[src/rtl/fifo_sync.sv]
// -----------------------------------------------------------------------------
// fifo_sync
// Single-clock FIFO with arbitrary (non power-of-two) capacity. Supports a
// standard registered-read mode and a first-word-fall-through mode. It exposes
// the fill level, programmable almost-full/almost-empty flags and sticky
// overflow/underflow error flags.
//
// Parameters
//   WIDTH        data bus width (>= 1)
//   CAPACITY     number of storable words (>= 1, any integer)
//   FWFT         0 = registered read, 1 = first-word-fall-through
//   AFULL_LEVEL  almost_full asserts when level >= AFULL_LEVEL
//   AEMPTY_LEVEL almost_empty asserts when level <= AEMPTY_LEVEL
//
// Ports
//   clk          clock; all state updates on the rising edge
//   rst          synchronous active-high reset
//   wrena/wrdata write request and write data
//   rdena        read request (in FWFT mode this pops the visible head word)
//   rddata       read data
//   full/empty   level == CAPACITY / level == 0
//   almost_full  level >= AFULL_LEVEL
//   almost_empty level <= AEMPTY_LEVEL
//   level        stored word count
//   overflow     sticky: write attempted while full
//   underflow    sticky: read attempted while empty
// -----------------------------------------------------------------------------
module fifo_sync #(
    parameter int WIDTH        = 8,
    parameter int CAPACITY     = 16,
    parameter int FWFT         = 0,
    parameter int AFULL_LEVEL  = CAPACITY - 1,
    parameter int AEMPTY_LEVEL = 1,
    localparam int CNT_WIDTH   = $clog2(CAPACITY + 1)
) (
    input  logic                 clk,
    input  logic                 rst,
    input  logic                 wrena,
    input  logic [WIDTH-1:0]     wrdata,
    input  logic                 rdena,
    output logic [WIDTH-1:0]     rddata,
    output logic                 full,
    output logic                 empty,
    output logic                 almost_full,
    output logic                 almost_empty,
    output logic [CNT_WIDTH-1:0] level,
    output logic                 overflow,
    output logic                 underflow
);

    // A one-word FIFO still needs a 1-bit pointer to keep the code uniform.
    localparam int PTR_WIDTH = (CAPACITY > 1) ? $clog2(CAPACITY) : 1;

    localparam logic [PTR_WIDTH-1:0] LAST_PTR   = PTR_WIDTH'(CAPACITY - 1);
    localparam logic [CNT_WIDTH-1:0] CAP_CNT    = CNT_WIDTH'(CAPACITY);
    localparam logic [CNT_WIDTH-1:0] AFULL_CNT  = CNT_WIDTH'(AFULL_LEVEL);
    localparam logic [CNT_WIDTH-1:0] AEMPTY_CNT = CNT_WIDTH'(AEMPTY_LEVEL);

    logic [WIDTH-1:0]     mem [CAPACITY];
    logic [PTR_WIDTH-1:0] wr_ptr_reg;
    logic [PTR_WIDTH-1:0] wr_ptr_next;
    logic [PTR_WIDTH-1:0] rd_ptr_reg;
    logic [PTR_WIDTH-1:0] rd_ptr_next;
    logic [CNT_WIDTH-1:0] level_reg;
    logic [CNT_WIDTH-1:0] level_next;
    logic                 overflow_reg;
    logic                 underflow_reg;
    logic                 wr_accept;
    logic                 rd_accept;

    // Pointers wrap explicitly at CAPACITY-1, so any capacity works.
    function automatic logic [PTR_WIDTH-1:0] ptr_inc(input logic [PTR_WIDTH-1:0] p);
        return (p == LAST_PTR) ? '0 : p + 1'b1;
    endfunction

    // Flags depend only on the level register: no path from wrena/rdena.
    assign full         = (level_reg == CAP_CNT);
    assign empty        = (level_reg == '0);
    assign almost_full  = (level_reg >= AFULL_CNT);
    assign almost_empty = (level_reg <= AEMPTY_CNT);
    assign level        = level_reg;
    assign overflow     = overflow_reg;
    assign underflow    = underflow_reg;

    // Acceptance uses the pre-edge flags. A full FIFO never accepts a write,
    // even when a read is accepted in the same cycle, and an empty FIFO never
    // accepts a read alongside a write.
    assign wr_accept = wrena & ~full;
    assign rd_accept = rdena & ~empty;

    always_comb begin
        wr_ptr_next = wr_ptr_reg;
        rd_ptr_next = rd_ptr_reg;
        level_next  = level_reg;
        if (wr_accept) begin
            wr_ptr_next = ptr_inc(wr_ptr_reg);
        end
        if (rd_accept) begin
            rd_ptr_next = ptr_inc(rd_ptr_reg);
        end
        case ({wr_accept, rd_accept})
            2'b10:   level_next = level_reg + CNT_WIDTH'(1);
            2'b01:   level_next = level_reg - CNT_WIDTH'(1);
            default: level_next = level_reg;
        endcase
    end

    always_ff @(posedge clk) begin
        if (rst) begin
            wr_ptr_reg    <= '0;
            rd_ptr_reg    <= '0;
            level_reg     <= '0;
            overflow_reg  <= 1'b0;
            underflow_reg <= 1'b0;
        end else begin
            wr_ptr_reg <= wr_ptr_next;
            rd_ptr_reg <= rd_ptr_next;
            level_reg  <= level_next;
            if (wrena && full) begin
                overflow_reg <= 1'b1;
            end
            if (rdena && empty) begin
                underflow_reg <= 1'b1;
            end
        end
    end

    // Storage is never cleared. Writes are blocked during reset so that a
    // discarded word cannot land at the freshly reset write pointer.
    always_ff @(posedge clk) begin
        if (wr_accept && !rst) begin
            mem[wr_ptr_reg] <= wrdata;
        end
    end

    generate
        if (FWFT != 0) begin : g_fwft
            // The head word is shown directly from the array at the read
            // pointer. When the FIFO is empty this shows a stale but stable
            // word.
            assign rddata = mem[rd_ptr_reg];
        end else begin : g_std
            logic [WIDTH-1:0] rddata_reg;

            always_ff @(posedge clk) begin
                if (rst) begin
                    rddata_reg <= '0;
                end else if (rd_accept) begin
                    rddata_reg <= mem[rd_ptr_reg];
                end
            end

            assign rddata = rddata_reg;
        end
    endgenerate

endmodule

[config.mk]
export PLATFORM = sky130hd
export DESIGN_NAME = fifo_sync
export DESIGN_NICKNAME = d
export VERILOG_FILES = /design/src/rtl/fifo_sync.sv
export SDC_FILE = /design/constraint.sdc
export NUM_CORES = 1
export LEC_CHECK = 0
export CAP_MARGIN = 30
export CORE_MARGIN = 10
export CORE_UTILIZATION = 59
export DETAILED_ROUTE_END_ITERATION = 8
export PLACE_DENSITY = 0.74
export SETUP_SLACK_MARGIN = 0.1
export SLEW_MARGIN = 5
export SYNTH_ARGS = -nofsm -noshare
export SYNTH_HDL_FRONTEND = slang
export SYNTH_SLANG_ARGS = --single-unit
export TNS_END_PERCENT = 1
[constraint.sdc]
create_clock -name clk -period 3.1 [get_ports clk]
set_clock_uncertainty 0.1 [all_clocks]
set_input_delay 0.62 -clock clk [delete_from_list [all_inputs] [get_ports clk]]
set_output_delay 0.62 -clock clk [all_outputs]
set_load 0.02 [all_outputs]
==> flow_metrics.py <==
metrics = {
    "run_status": {
        "status": "finished clean",
    },
    "critical_path": {
        "path_buf_inv": 3,
        "end_kind": "output pin",
        "critPathMaxFanout": 6,
        "crit_path_max_incr_delay_ns": 0.51,
        "cp_top_family": "buffers and inverters",
        "cp_slowest_cell": "or4b_4",
        "arrival_ns": 2.18,
        "r2r_start": "level[1]",
        "path_cells": "inv_1 > ha_1 > or4b_4 > inv_1 > dlygate4sd2_1",
        "cpMostUsedCell": "inv_1",
        "r2r-end": "level[2]",
        "regToRegSetupSlack_ns": 0.42,
        "critPathKind": "reg2out",
        "start_kind": "flop",
        "r2r_cells": 8,
        "required_ns": 2.38,
    },
    "pwr": {
        "p_per_area_nw_per_um2": 744,
        "peakVddDrop_v": 0.000445,
        "p_leak_nw": 2.39,
    },
    "flow_run": {
        "cap_violations": 0,
    },
    "layout": {
        "final_nets": 418,
        "diodes": 0,
        "largest_reg_flops": 128,
        "instances_no_fill": 544,
        "area_delta_synth_final_pct": 16.9,
        "layout-drive-gt1-share_pct": 25.5,
    },
    "route": {
        "drc": 0,
        "first_iter_violations": 232,
        "wl_per_cell_um": 21.8,
        "detail-route-antenna-nets": 0,
        "routed_wl_um": 11900,
        "detail_route.first_pass.iterations": 4,
        "vias": 3149,
        "via_per_inst": 5.79,
    },
    "logic_synthesis": {
        "yosysMostFrequentCell": "edfxtp_1",
        "synth_top_area_cell": "edfxtp_1",
        "async_flop_share_pct": 0,
        "ys_ff_latch": 151,
        "ys_top_cells_by_count": "128 x edfxtp_1, 28 x mux4_2, 23 x dfxtp_1, 23 x nor2_1, 18 x mux2i_1",
        "synth_flop_cell": "edfxtp_1",
        "synth_area_per_cell_um2": 18.2,
        "synth_top_area_share_pct": 61.7,
        "synthCells": 343,
        "yosysSeqAreaShare_pct": 69.1,
        "synth-warning-count": 0,
        "netlist_area_um2": 6230,
        "yosysUniqueCellTypes": 42,
        "syn-num-nets": 366,
        "synth_edf_count": 128,
        "synthTopCellsByArea": "edfxtp_1 62%, mux4_2 10%, dfxtp_1 7.4%",
    },
    "hold_path": {
        "whs_endpoint": "underflow",
        "min_path_cells": 2,
        "min-delay-start": "underflow",
        "holdCritPathClass": "reg2reg",
    },
    "placed_design": {
        "hpwl_um": 7770,
        "placedCellCount": 512,
        "gp_congestion": 0.806,
        "placement.io_buffers": 30,
    },
    "grt": {
        "overflow": 0,
        "grt_pass1_wl_um": 18700,
        "grt_pass1_vias": 3287,
        "antenna_found_initial": 0,
        "grt_max_degree": 37,
        "grt.total_usage_pct": 16.7,
    },
    "clock_network": {
        "cts-root-buf": "clkbuf_8",
        "clk_path_buf_depth": 2,
        "post_cts_buffers": 0,
        "cts.reportedPaths.clkPinSlew_ns": 0.06,
        "hold_buffers": 0,
        "cts_tree": "done",
        "clock_sinks": 151,
        "htreeDepth": 4,
        "cts_made_buffers": 17,
        "clock_latency_ns": 0.53,
    },
    "die": {
        "dieHeight_um": 123,
        "pin_count": 31,
        "die_area_um2": 15100,
        "rows": 37,
        "core_area_um2": 10300,
        "start_util_pct": 60.4,
        "die_x_um": 123,
    },
    "timing": {
        "fin_crit_sh_pct": 93.7,
        "finalCriticalPeriod_ns": 2.90,
        "timing.fmax_mhz": 344,
        "slew-limit-headroom_pct": 54.3,
        "setup_viol": 0,
        "hold_violations": 0,
        "worstMarginPinSlew_ns": 0.685,
        "rsz0062_at_grt": "true",
        "setup_total_negative_slack_ns": 0,
        "drv_slew": 0,
    },
}
## routing by layer
metal	vias up	part of all wire (%)	track usage (%)
met1	1591	44	22.9
met5	-	0	0
met3	6	6.1	4.22
met2	83	50	26.2
met4	0	0.50	4.42
li1	1469	-	-
## cells in the final DEF (no fill, tap or decap), drive strengths merged, types with 2 or more instances in the layout
master | Yosys | routed
a21oi | 11 | 11
a41oi | 2 | 2
buf | 13 | 22
clkbuf | 6 | 19
clkdlybuf4s50 | 0 | 29
clkinv | 0 | 2
clkinvlp | 0 | 4
dfxtp | 23 | 23
edfxtp | 128 | 128
ha | 11 | 11
inv | 10 | 17
mux2i | 18 | 18
mux4 | 32 | 32
nand2 | 14 | 14
nand2b | 2 | 2
nand3 | 3 | 3
nand3b | 10 | 10
nor2 | 23 | 23
nor3 | 9 | 9
o221ai | 8 | 8
or3 | 2 | 2
or4b | 2 | 2
xor2 | 4 | 4
## stage by stage
step / instance area [um2] / power (W) / setup WS, ns / hold slack [ns] / util (%)
global placement: 6730 / 0.00358 / 0.356 / 0.350 / 65.2
detailed placement: 6730 / 0.00359 / 0.315 / 0.355 / 65.2
floorplan: 6230 / 0.00323 / 0.468 / 0.394 / -
finish: 7290 / 0.00542 / 0.197 / 0.365 / 70.6
CTS: 7280 / 0.00546 / 0.125 / 0.371 / 70.6
global route: 7290 / 0.00564 / 0.0914 / 0.421 / 70.6
## repair_timing
item,CTS,global route
endpoints found under the hold margin,0,0
pin swaps,0,0
endpoints found under the setup margin,1,2
gates resized for setup,1,1
## how the worst max path moves through the flow
stage | startpoint | endpoint | slack, ns | depth (start not counted)
6_report | level[1] | empty | 0.20 | 5
5_1_grt | level[1] | empty | 0.09 | 5
4_1_cts | level[0] | almost_full | 0.13 | 6
3_5_place_dp | rdena | level[3] | 0.32 | 8
3_3_place_gp | rdena | level[3] | 0.36 | 8
2_1_floorplan | level[0] | mem[0][0] | 0.47 | 6
## worst min-delay path, delay by kind of cell, from the launching register on
family | cells | cell delay [ns]
DFF | 1 | 0.33
and+or+nand+nor | 1 | 0.07
AOI/OAI and AO/OA | 1 | 0.04
## power breakdown
group,total (W),switching [W],internal (W),leakage [nW]
combinational,0.00111,0.000574,0.000531,0.786
sequential,0.00243,0.000127,0.00230,1.34
clock,0.00189,0.000842,0.00105,0.261
## kinds of logic (layout without fill, tap and decap cells)
logic type | count (synthesis) | count (layout) | share of synthesized area, %
fa+ha+maj | 11 | 11 | 2.21
mux | 50 | 50 | 14.7
compound gates | 26 | 26 | 3.88
buf+inv | 29 | 94 | 2.99
xor+xnor | 5 | 5 | 0.703
simple gates | 71 | 71 | 6.46
flops | 151 | 151 | 69.1
## area by class of cell
cell class / count / area, um2
clock buffer: 19 / 442
clock inverter: 13 / 111
fill: 643 / 3040
inverter: 10 / 37.5
multi-input combinational: 163 / 1740
sequential: 151 / 4310
tap: 136 / 170
timing repair buffer: 52 / 477
Power figures use the tool's default switching activity.
